--- src/rtl/uart_rx_byte.sv ---
// 8N1 UART receiver with start-bit-aligned baud counter and mid-bit sampling.
// Define UART_RX_PARITY_EN for an 8E1 frame with an even-parity check.
module uart_rx_byte #(
    parameter int unsigned BAUD_DIV  = 10416,
    parameter int unsigned BAUD_HALF = BAUD_DIV / 2
) (
    input  logic       clk,
    input  logic       rst_n,
    input  logic       rx_i,
    output logic [7:0] rx_data,
    output logic       rx_valid,
    output logic       frame_err,
    output logic       busy
);

    localparam logic [13:0] HALF_LAST = 14'(BAUD_HALF - 1);
    localparam logic [13:0] DIV_LAST  = 14'(BAUD_DIV - 1);

    typedef enum logic [2:0] {
        S_IDLE,
        S_START,
        S_DATA,
`ifdef UART_RX_PARITY_EN
        S_PARITY,
`endif
        S_STOP
    } state_t;

    state_t      state;
    state_t      state_nxt;
    logic        sync1;
    logic        sync2;
    logic        sync3;
    logic        line;
    logic        fall;
    logic [13:0] baud_cnt;
    logic [13:0] baud_nxt;
    logic [2:0]  bit_idx;
    logic [2:0]  bit_nxt;
    logic [7:0]  shift_reg;
    logic [7:0]  shift_nxt;
    logic [7:0]  data_nxt;
    logic        valid_nxt;
    logic        ferr_nxt;
    logic        par_err;
    logic        par_nxt;

    // sync2 is the conditioned line; sync3 only exists for edge detection
    always_ff @(posedge clk or negedge rst_n) begin
        if (!rst_n) begin
            sync1 <= 1'b1;
            sync2 <= 1'b1;
            sync3 <= 1'b1;
        end else begin
            sync1 <= rx_i;
            sync2 <= sync1;
            sync3 <= sync2;
        end
    end

    assign line = sync2;
    assign fall = sync3 & ~sync2;
    assign busy = (state != S_IDLE);

    always_ff @(posedge clk or negedge rst_n) begin
        if (!rst_n) begin
            state     <= S_IDLE;
            baud_cnt  <= '0;
            bit_idx   <= '0;
            shift_reg <= '0;
            rx_data   <= '0;
            rx_valid  <= 1'b0;
            frame_err <= 1'b0;
            par_err   <= 1'b0;
        end else begin
            state     <= state_nxt;
            baud_cnt  <= baud_nxt;
            bit_idx   <= bit_nxt;
            shift_reg <= shift_nxt;
            rx_data   <= data_nxt;
            rx_valid  <= valid_nxt;
            frame_err <= ferr_nxt;
            par_err   <= par_nxt;
        end
    end

    always_comb begin
        state_nxt = state;
        baud_nxt  = (state == S_IDLE) ? 14'd0 : baud_cnt + 14'd1;
        bit_nxt   = bit_idx;
        shift_nxt = shift_reg;
        data_nxt  = rx_data;
        valid_nxt = 1'b0;
        ferr_nxt  = 1'b0;
        par_nxt   = par_err;

        unique case (state)
            S_IDLE: begin
                if (fall) begin
                    state_nxt = S_START;
                end
            end
            S_START: begin
                if (baud_cnt == HALF_LAST) begin
                    baud_nxt = '0;
                    bit_nxt  = '0;
                    par_nxt  = 1'b0;
                    // a line back high at mid-start is a glitch, not a frame
                    state_nxt = line ? S_IDLE : S_DATA;
                end
            end
            S_DATA: begin
                if (baud_cnt == DIV_LAST) begin
                    baud_nxt  = '0;
                    shift_nxt = {line, shift_reg[7:1]};
                    bit_nxt   = bit_idx + 3'd1;
                    if (bit_idx == 3'd7) begin
`ifdef UART_RX_PARITY_EN
                        state_nxt = S_PARITY;
`else
                        state_nxt = S_STOP;
`endif
                    end
                end
            end
`ifdef UART_RX_PARITY_EN
            S_PARITY: begin
                if (baud_cnt == DIV_LAST) begin
                    baud_nxt  = '0;
                    par_nxt   = line ^ (^shift_reg);
                    state_nxt = S_STOP;
                end
            end
`endif
            S_STOP: begin
                if (baud_cnt == DIV_LAST) begin
                    baud_nxt  = '0;
                    state_nxt = S_IDLE;
                    if (line && !par_err) begin
                        data_nxt  = shift_reg;
                        valid_nxt = 1'b1;
                    end else begin
                        ferr_nxt = 1'b1;
                    end
                end
            end
            default: begin
                state_nxt = S_IDLE;
            end
        endcase
    end

endmodule

--- config.mk ---
export PLATFORM = sky130hd
export DESIGN_NAME = uart_rx_byte
export DESIGN_NICKNAME = d
export VERILOG_FILES = /design/src/rtl/uart_rx_byte.sv
export SDC_FILE = /design/constraint.sdc
export NUM_CORES = 1
export LEC_CHECK = 0
export ABC_AREA = 1
export ABC_CLOCK_PERIOD_IN_PS = 2000
export BUFFER_PORTS_ARGS = -buffer_cell sky130_fd_sc_hd__buf_2
export CORE_MARGIN = 2
export CORE_UTILIZATION = 50
export CTS_CLUSTER_DIAMETER = 30
export CTS_CLUSTER_SIZE = 25
export DETAILED_ROUTE_END_ITERATION = 10
export HOLD_SLACK_MARGIN = 0.1
export PLACE_DENSITY = 0.68
export SLEW_MARGIN = 15
export SYNTH_ARGS = -nofsm -noshare
export SYNTH_HDL_FRONTEND = slang
export SYNTH_SLANG_ARGS = --single-unit
--- constraint.sdc ---
create_clock -name clk -period 2 [get_ports clk]
set_input_delay 0.3 -clock clk [delete_from_list [all_inputs] [get_ports clk]]
set_output_delay 0.3 -clock clk [all_outputs]
set_load 0.02 [all_outputs]
==> Yosys cells after proc, flatten, opt, wreduce, memory -nomap -nowiden <==
Index checks and enable logic that the tools add are counted.
{ "classes": {"add_sub_neg": 2, "n_bitwise": 2, "mux": 20, "eq_ne": 11, "n_reduce_logical": 8} }
{ "op_table": {"columns": ["cell", "n"], "rows": [
  ["$mux W14", 3],
  ["$pmux W14 S2", 1],
  ["$mux W3", 7],
  ["$add A14 B1 Y14 const B", 1],
  ["$eq A14 B13 Y1 const B", 1],
  ["$eq A14 B14 Y1 const B", 1],
  ["$pmux W3 S4", 1],
  ["$ne A2 B2 Y1 const B", 5],
  ["$eq A3 B2 Y1 const B", 2],
  ["$mux W1", 6],
  ["$pmux W3 S2", 1],
  ["$reduce_and A3 Y1", 2],
  ["$reduce_and A5 Y1", 1],
  ["$add A3 B1 Y3 const B", 1],
  ["$eq A3 B1 Y1 const B", 1],
  ["$eq A3 B3 Y1 const B", 1],
  ["$logic_not A3 Y1", 1],
  ["$reduce_bool A3 Y1", 1],
  ["$mux W2", 1],
  ["$reduce_and A2 Y1", 1],
  ["$reduce_bool A2 Y1", 1],
  ["$reduce_or A2 Y1", 1],
  ["$and A1 B1 Y1", 1],
  ["$not A1 Y1", 1]
]} }
{ "word_totals": {"reg_bits": 41, "out_inout_bits": 11, "input_bits": 3} }

==> Logic depth before layout (Yosys ltp) <==
Gate-level depths: netlist (run 1).
{ "logic_depth": {"ltp_word": 4, "mapped_depth": 11, "depth_no_buf": 11} }

==> Worst setup path before layout (run 1) <==
Ideal clock, no wire load.
{ "synth_timing": {"path_kind": "flip-flop to flip-flop", "startpoint": "reg baud_cnt[0]", "endpoint": "reg rx_data[6]", "required_ns": 1.883, "t_arrival_ns": 1.315, "synth_period_minus_slack_ns": 1.432, "setup_slack_ns": 0.568, "path_stages_with_launch": 10, "path_buffers": 1, "cell_sequence": "dfrtp_1 > ha_1 > nand3_2 > nor2_4 > nand2_4 > clkinv_2 > nand3_4 > buf_6 > nand2_2 > o21ai_2"} }
{ "synth_via": {"elab_chain_cells": 2} }
{ "synth_lines": {"columns": ["item", "line", "text"], "rows": [
  ["start, declared", "36", "logic [13:0] baud_cnt;"],
  ["start signal, assigned", "77", "baud_cnt <= baud_nxt;"],
  ["$eq A14 B14 Y1", "136", "if (baud_cnt == DIV_LAST) begin"],
  ["$reduce_and A3 Y1 (no line)", null, null],
  ["end signal, assigned", "80", "rx_data <= data_nxt;"],
  ["end, declared", "10", "output logic [7:0] rx_data,"]
]} }
Every way passes these cells.
A chain may end at the register's enable or synchronous reset.

==> Worst setup path in the final report (run 1) <==
{ "layout_timing": {"startpoint": "reg baud_cnt[0]", "endpoint": "reg bit_idx[2]"} }
{ "layout_via": {"elab_chain_cells": 3, "word_cells_on_any_way": 5} }
{ "layout_lines": {"columns": ["item", "line", "text"], "rows": [
  ["$eq A14 B14 Y1 / $eq A14 B13 Y1 (equally long branches)", "113, 104", null],
  ["$ne A2 B2 Y1 (no line)", null, null],
  ["$reduce_and A3 Y1 (no line) *", null, null],
  ["end signal, assigned", "78", "bit_idx <= bit_nxt;"],
  ["end, declared", "38", "logic [2:0] bit_idx;"]
]} }
Every way passes the cells marked *; elsewhere a longest branch is shown, timed or not.

==> impl_results.md, run 1 <==
- CTS Buf Count: 5
- RSZ-0062 raised after global routing: false
- Worst hold stages: 0
- Largest net degree at the start of global routing: 41
- Fillcell total: 320
- CP delay by family, top: simple AND/OR/NAND/NOR gates
- Main combinational cell family by area after synthesis: simple AND/OR/NAND/NOR gates
- HPWL after detailed placement: 2.40 mm
- Syn Inst Count: 217
- Area of the multi-input gates: 739 sq um
- WHS Endpoint: line$_DFF_PN1_
- DIE HEIGHT: 65.8 um
- Max Cap Viol: 0
- M2 GR Usage: 27.5%
- Wire per inst: 11.4 um
- Initial core utilization: 52.1%
- Setup CP Type: reg2reg
- Setup TNS: 0 ns
- # rows: 22
- Period minus WS final: 1.62 ns
- Largest register FFs: 14
- Most frequent cells in the layout: 49 x nand2_1, 37 x dfrtp_1, 30 x inv_1, 22 x nor2_1, 13 x buf_2
- FF/Latch Area: 1000 sq um
- Power Dens Cells: 824 nW/um^2
- Switching Share: 30.5%
- Fin area: 2130 sq um
- Post-Synth Adder-Cell Area: 1.97%
- Max stage delay on crit path: 0.37 ns
- R2r setup slk: 0.38 ns
- Synth Area in Compound Gates: 9.71%
- Syn_nets: 223
- Hold Path Class: reg2reg
- Static Leak: 0.00108 uW
- Sequential Power Share: 50.8%
- Fin Hold WS: 0.359 ns
- Drc violations: 0
- Global router's overall resource usage: 18.0%
- Worst-path clk slew: 0.08 ns
- Fraction of layout cells with a size suffix above 1: 20.5%
- Number of global-route vias before repair: 1342
- Sequential element share of the synthesized area: 52.7%
- CP endpoint kind: flip-flop
- R2r worst-path depth: 10
- Drt total wl: 3.28 mm
- Die W: 65.8 um
- Final setup violation count: 0
- P_sw: 537 uW
- Routability cong.: 0.870
- Initial antenna violation count: 0
- R2r startpoint: baud_cnt[0]$_DFF_PN0_
- Via density per instance: 4.96
- CTS tree: yes
- WP data required: 2.17 ns
- XOR/XNOR Fraction of Synth Area: 1.38%
- First-pass GRT wire length: 5.85 mm
- Fmax achieved: 616 MHz
- Average size of a mapped cell: 8.79 sq um
- Worst-Margin Slew: 0.502 ns
- Crit-path cells: ha_1, nand3_2, nor2_4, nand2_4, nor2_8, inv_2, nand2_2, inv_2, nand2_1, nand2_1
- Met1 usage in global routing: 24.0%
- Via count: 1424
- CP startpoint kind: flip-flop
- RR Endpoint: bit_idx[2]$_DFFE_PN0P_
- Number of routed nets with antenna violations: 0
- DRT iter0 DRCs: 91
- H-tree depth: 2
- Synth Area in Simple Gates: 25.2%
- Relative slew slack: 66.5%
- GR peak layer: met2
- CP max stage cell: dfrtp_1
- Drt pass-1 iters: 4
- Status: complete, no violations
- Root Driver: clkbuf_8
- Pint: 1220 uW
- Synth warn: 0
- Placed standard-cell area: 2020 sq um
- Final Hold Viols: 0
- Hold_sp: sync1$_DFF_PN1_
- Clock Latency Late Sink: 0.29 ns
- GR Overflow Total: 0
- Worst VDD drop: 452 uV
- Max Buffers Root-to-Sink: 2
- CP arrival: 1.80 ns
- Synth cell types: 29
- Layout Area Growth over Synthesis: 11.9%
- Port bufs: 13
- Crit path max fanout: 18
- Most common cell after layout, fill and taps aside: nand2_1
- Clock power share: 31.8%
- Count of pins over their slew limit: 0
- Die Footprint: 4320 sq um
- Io pins: 14
- Flops & latches, synth: 40
- Core area: 3660 sq um
- Comb pwr share: 17.4%
- Post-synthesis mux area share: 0.525%
- Clk sinks: 40
- # diodes: 0
- Final setup skew: 0.0101 ns
- Fin crit share: 81.1%
- Synth Cell Area: 1910 sq um
- WP buf/inv: 2
- Final nets: 244
- GR Layer Usage met3: 5.48%
-- logic make-up (layout without fill, tap and decap cells) --
| logic type | count (synthesis) | after routing |
|---|---|---|
| AOI/OAI and AO/OA | 30 | 30 |
| xor gates and xnor gates | 3 | 3 |
| adders and majority gates | 3 | 3 |
| buffers and inverters | 39 | 61 |
| DFF | 40 | 40 |
| muxes | 1 | 1 |
| and+or+nand+nor | 101 | 101 |
-- per-layer routing --
layer	wire length (um)	up-vias	part of all wire, %
met5	0	-	0
met2	1530	28	46
li1	-	726	-
met1	1600	665	49
met3	113	5	3.4
met4	40	0	1.2
-- synth_stat cells --
library cell | count | area (sq um)
a211oi_1 | 1 | 7.51
nor2_8 | 1 | 20.0
xor2_1 | 3 | 26.3
o21ai_2 | 8 | 70.1
clkinv_1 | 1 | 3.75
a31oi_1 | 2 | 12.5
nand3_1 | 8 | 40.0
inv_1 | 30 | 113
nor2_4 | 2 | 22.5
dfrtp_1 | 37 | 926
nand2_4 | 1 | 11.3
mux2i_1 | 1 | 10.0
o21ai_1 | 8 | 40.0
inv_2 | 5 | 18.8
buf_6 | 2 | 22.5
dfstp_2 | 3 | 78.8
a21oi_1 | 6 | 30.0
clkinv_2 | 1 | 5.00
nand3_4 | 1 | 17.5
nand2_2 | 3 | 18.8
ha_1 | 3 | 37.5
and3_1 | 1 | 6.26
nor2_2 | 1 | 6.26
nand2_1 | 49 | 184
nor2_1 | 22 | 82.6
o21ai_0 | 5 | 25.0
nand3_2 | 1 | 10.0
nor3_1 | 6 | 30.0
nand4_1 | 5 | 31.3
-- worst reg2reg max path: cells and delay by family, from the launching register on --
kind / cells / cell delay, ns
adders and majority gates: 1 / 0.22
and+or+nand+nor: 7 / 0.82
buffers and inverters: 2 / 0.11
DFF: 1 / 0.37
-- worst max path at each step --
stage | start | to | slack [ns] | depth (start not counted)
floorplan | baud_cnt[0]$_DFF_PN0_ | rx_data[6]$_DFFE_PN0P_ | 0.57 | 9
global placement | baud_cnt[0]$_DFF_PN0_ | bit_idx[1]$_DFFE_PN0P_ | 0.45 | 10
detailed placement | baud_cnt[0]$_DFF_PN0_ | bit_idx[2]$_DFFE_PN0P_ | 0.40 | 10
CTS | baud_cnt[0]$_DFF_PN0_ | bit_idx[2]$_DFFE_PN0P_ | 0.37 | 10
global route | baud_cnt[0]$_DFF_PN0_ | bit_idx[2]$_DFFE_PN0P_ | 0.19 | 10
finish | baud_cnt[0]$_DFF_PN0_ | bit_idx[2]$_DFFE_PN0P_ | 0.38 | 10
-- power groups by stage --
stage	logic (uW)	clock network (uW)	registers, uW
floorplan	222	0	900
finish	307	559	893
CTS	312	578	894
global placement	302	0	908
global route	350	612	900
detailed placement	308	0	909
-- stage by stage --
| step | util, % | cells | setup WS [ns] | power (uW) |
|---|---|---|---|---|
| after CTS | 58.3 | 287 | 0.367 | 1780 |
| final | 58.3 | 287 | 0.378 | 1760 |
| after global placement | 55.1 | 277 | 0.453 | 1210 |
| after global routing | 58.3 | 287 | 0.195 | 1860 |
| after detailed placement | 55.1 | 277 | 0.400 | 1220 |
| after floorplan | - | 217 | 0.568 | 1120 |
-- final cells by class --
class / instances / share of cell area (%)
Clock buffer: 6 / 3.87
Clock inverter: 2 / 0.703
Inverter: 37 / 6.57
Multi-Input combinational cell: 138 / 34.6
Sequential cell: 40 / 47.1
Tap cell: 48 / 2.81
Timing Repair Buffer: 16 / 4.34
-- what timing repair did --
item | in CTS | in global routing
buffers inserted | 0 | 0
hold buffers | 2 | 0
setup endpoints to repair | 0 | 0
hold endpoints to repair | 38 | 0
gates resized for setup | 0 | 0
No activity file was read; power rests on OpenSTA's default activity.
==> run 2: changes to the inputs <==
--- a/config.mk
+++ b/config.mk
@@ -5,8 +5,8 @@
 export SDC_FILE = /design/constraint.sdc
 export NUM_CORES = 1
 export LEC_CHECK = 0
-export ABC_AREA = 1
-export ABC_CLOCK_PERIOD_IN_PS = 2000
+export ABC_AREA = 0
+export ABC_CLOCK_PERIOD_IN_PS = 1400
 export BUFFER_PORTS_ARGS = -buffer_cell sky130_fd_sc_hd__buf_2
 export CORE_MARGIN = 2
 export CORE_UTILIZATION = 50
@@ -14,7 +14,7 @@
 export CTS_CLUSTER_SIZE = 25
 export DETAILED_ROUTE_END_ITERATION = 10
 export HOLD_SLACK_MARGIN = 0.1
-export PLACE_DENSITY = 0.68
+export PLACE_DENSITY = 0.71
 export SLEW_MARGIN = 15
 export SYNTH_ARGS = -nofsm -noshare
 export SYNTH_HDL_FRONTEND = slang
==> constraint.sdc (replaced) <==
create_clock -name clk -period 1.4 [get_ports clk]
set_input_delay 0.21 -clock clk [delete_from_list [all_inputs] [get_ports clk]]
set_output_delay 0.21 -clock clk [all_outputs]
set_load 0.02 [all_outputs]
==> run 2 against run 1 <==
  * The flow now finishes with violations (setup timing)
  * Clock-buffer cell count did not move
  * Die area decreased by 3.7%
  * Sequential share of layout area fell by 4.8 points
  * Utilization grew 11 points
  * Synthesized cell count is 30% lower
  * Clock skew rose by 0.0092 ns
  * Via count decreased by 2.1%
  * Total power increased by 41%
  * Synthesized area down 3.9%
  * Largest power group unchanged
==> impl_results.md, run 2 <==
- Largest register FFs: 14 (unchanged)
- Syn Inst Count: 151 (was 217)
- Cells after DPL: 231 (was 277)
- Final Worst Setup Slack: -0.331 ns (was 0.378 ns)
- Routability cong.: 0.858 (was 0.870)
- Period minus WS final: 1.73 ns (was 1.62 ns)
- GR peak layer: met2 (unchanged)
- Final nets: 212 (was 244)
- Layout Area Growth over Synthesis: 29.6% (was 11.9%)
- Drt total wl: 3.89 mm (was 3.28 mm)
- # diodes: 0 (unchanged)
- Average size of a mapped cell: 12.1 sq um (was 8.79 sq um)
- Die Footprint: 4160 sq um (was 4320 sq um)
- Cell repeated most along the worst path: and4_4
- Wire per inst: 15.4 um (was 11.4 um)
- Fin Hold WS: 0.327 ns (was 0.359 ns)
- Most frequent cells in the layout: 37 x dfrtp_1, 31 x buf_4, 17 x nor2_1, 12 x buf_2, 9 x nand3_1 (was 49 x nand2_1, 37 x dfrtp_1, 30 x inv_1, 22 x nor2_1, 13 x buf_2)
- Port bufs: 13 (unchanged)
- M2 GR Usage: 37.1% (was 27.5%)
- Clock Latency Late Sink: 0.37 ns (was 0.29 ns)
- Crit path max fanout: 5 (was 18)
- Async set-or-reset flop fraction in the synthesized netlist: 100% (unchanged)
- Number of routed nets with antenna violations: 0 (unchanged)
- Count of pins over their slew limit: 0 (unchanged)
- Clk sinks: 40 (unchanged)
- Synth cell types: 33 (was 29)
- Largest net degree at the start of global routing: 41 (unchanged)
- Initial antenna violation count: 0 (unchanged)
- Fin crit share: 124% (was 81.1%)
- Placed standard-cell area: 2130 sq um (was 2020 sq um)
- Status: finished with violations (was complete, no violations)
- CTS tree: yes (unchanged)
- Number of global-route vias before repair: 1438 (was 1342)
- Power, Total: 2470 uW (was 1760 uW)
- Max stage delay on crit path: 0.38 ns (was 0.37 ns)
- Count leader, synth: dfrtp_1 (was nand2_1)
- DRT iter0 DRCs: 63 (was 91)
- CP max stage cell: dfrtp_1 (unchanged)
- Via density per instance: 5.51 (was 4.96)
- Fin util: 69.5% (was 58.3%)
- Failing checks: setup timing
- Drt pass-1 iters: 4 (unchanged)
- Synth warn: 0 (unchanged)
- Final setup violation count: 37 (was 0)
- Fmax achieved: 578 MHz (was 616 MHz)
- HPWL after detailed placement: 2.48 mm (was 2.40 mm)
- Power Dens Cells: 1040 nW/um^2 (was 824 nW/um^2)
- RSZ-0062 raised after global routing: true (was false)
- Die W: 64.5 um (was 65.8 um)
- Flops & latches, synth: 40 (unchanged)
- Initial core utilization: 53.6% (was 52.1%)
- CP endpoint kind: flip-flop (unchanged)
- Crit-path cells: ha_2, and4_4, and4_4, and4_4, mux2_4 (was ha_1, nand3_2, nor2_4, nand2_4, nor2_8, inv_2, nand2_2, inv_2, nand2_1, nand2_1)
- R2r setup slk: -0.33 ns (was 0.38 ns)
- Root Driver: clkbuf_4 (was clkbuf_8)
- Syn_nets: 157 (was 223)
- Ys flop type: dfrtp_1 (unchanged)
- Hold Path Class: in2async (was reg2reg)
- First-pass GRT wire length: 6.63 mm (was 5.85 mm)
- # rows: 21 (was 22)
- Static Leak: 0.00116 uW (was 0.00108 uW)
- Worst-Margin Slew: 0.378 ns (was 0.502 ns)
- Worst VDD drop: 679 uV (was 452 uV)
- WP data required: 1.67 ns (was 2.17 ns)
- Crit path launch: baud_cnt[0]$_DFF_PN0_ (unchanged)
- Fin cells: 253 (was 287)
- Max Buffers Root-to-Sink: 2 (unchanged)
- Fraction of layout cells with a size suffix above 1: 44.4% (was 20.5%)
- GR Overflow Total: 0 (unchanged)
- Final Hold Viols: 0 (unchanged)
- DIE HEIGHT: 64.5 um (was 65.8 um)
- CP startpoint kind: flip-flop (unchanged)
- Max Cap Viol: 0 (unchanged)
- Synth area leaders: dfrtp_1 51%, mux2_4 6.6%, mux2_2 4.9% (was dfrtp_1 49%, nand2_1 9.6%, inv_1 5.9%)
- Final setup skew: 0.0194 ns (was 0.0101 ns)
- Sequential element share of the synthesized area: 54.8% (was 52.7%)
- Global router's overall resource usage: 21.3% (was 18.0%)
- Met1 usage in global routing: 24.0% (about the same)
- Post-synth EDFFs: 0 (unchanged)
- Relative slew slack: 74.6% (was 66.5%)
- Fin area: 2370 sq um (was 2130 sq um)
- Drc violations: 0 (unchanged)
- H-tree depth: 2 (unchanged)
- Cell taking the most area after synthesis: dfrtp_1 (unchanged)
- Io pins: 14 (unchanged)
- Worst-path clk slew: 0.13 ns (was 0.08 ns)
- Synth Cell Area: 1830 sq um (was 1910 sq um)
- CTS Buf Count: 5 (unchanged)
- Post-synth top cells: 37 x dfrtp_1, 17 x nor2_1, 12 x nand3_1 (was 49 x nand2_1, 37 x dfrtp_1, 30 x inv_1)
- Via count: 1394 (was 1424)
- GR Layer Usage met3: 6.08% (was 5.48%)
- Setup CP Type: reg2reg (unchanged)
- CP arrival: 2.00 ns (was 1.80 ns)
- Top cell type's share of synthesized area: 50.5% (was 48.6%)
- Core area: 3420 sq um (was 3660 sq um)
- Most common cell after layout, fill and taps aside: dfrtp_1 (was nand2_1)
- R2r startpoint: baud_cnt[0]$_DFF_PN0_ (unchanged)
==> run 2: repair_timing <==
action                                  CTS  global route
pin swaps                                 3             7
endpoints found under the hold margin    41             0
hold buffers                              2             0
endpoints found under the setup margin   38            37
resized for setup                        10            11
gates cloned                              2             0
buffers inserted                          5             5
==> run 2: power breakdown <==
| group | internal, uW | switching, uW | leakage (uW) | total [uW] |
|---|---|---|---|---|
| Sequential | 1240 | 62.4 | 0.000538 | 1300 |
| Clock | 194 | 383 | 0.0000282 | 576 |
| Combinational | 328 | 272 | 0.000590 | 601 |
==> run 2: kinds of logic (layout without fill, tap and decap cells) <==
family | count (synthesis) | after routing | synth area share [%]
flops | 40 | 40 | 54.9
buf+inv | 10 | 65 | 3.28
fa+ha+maj | 3 | 3 | 2.05
xor+xnor | 12 | 12 | 5.74
simple gates | 63 | 64 | 19.7
compound gates | 7 | 7 | 2.87
mux | 16 | 16 | 11.5
==> run 2: final cells by class <==
class	count	area (sq um)
Timing Repair Buffer	54	423
Sequential cell	40	1000
Multi-Input combinational cell	102	825
Clock inverter	2	12.5
Clock buffer	6	41.3
Tap cell	46	57.6
Fill cell	255	1040
Inverter	3	11.3
==> run 2: critical path: cells and delay by family (launching register included) <==
| kind | cells | cell delay [ns] |
|---|---|---|
| and+or+nand+nor | 3 | 0.73 |
| DFF | 1 | 0.38 |
| muxes | 1 | 0.32 |
| adders and majority gates | 1 | 0.21 |
==> run 2: final timing paths <==
check                                          to  cells after the start
setup / recovery           rx_data[4]$_DFFE_PN0P_                      5
hold / removal             rx_data[5]$_DFFE_PN0P_                      3
setup reg to reg           rx_data[4]$_DFFE_PN0P_                      5
hold reg to reg                    line$_DFF_PN1_                      0
max in group asynchronous          line$_DFF_PN1_                      3
min in group clk                   line$_DFF_PN1_                      0
==> run 2: through the flow <==
step	setup TNS [ns]	setup WS, ns
after floorplan	-10.19	-0.530
after detailed placement	-9.58	-0.368
after global routing	-11.96	-0.389
after CTS	-9.44	-0.304
after global placement	-8.19	-0.310
final	-9.13	-0.331
==> run 2: layer usage <==
layer	vias up	part of all wire (%)
li1	655	-
met1	689	40
met2	35	54
met3	15	3.5
met4	0	3.1
met5	-	0
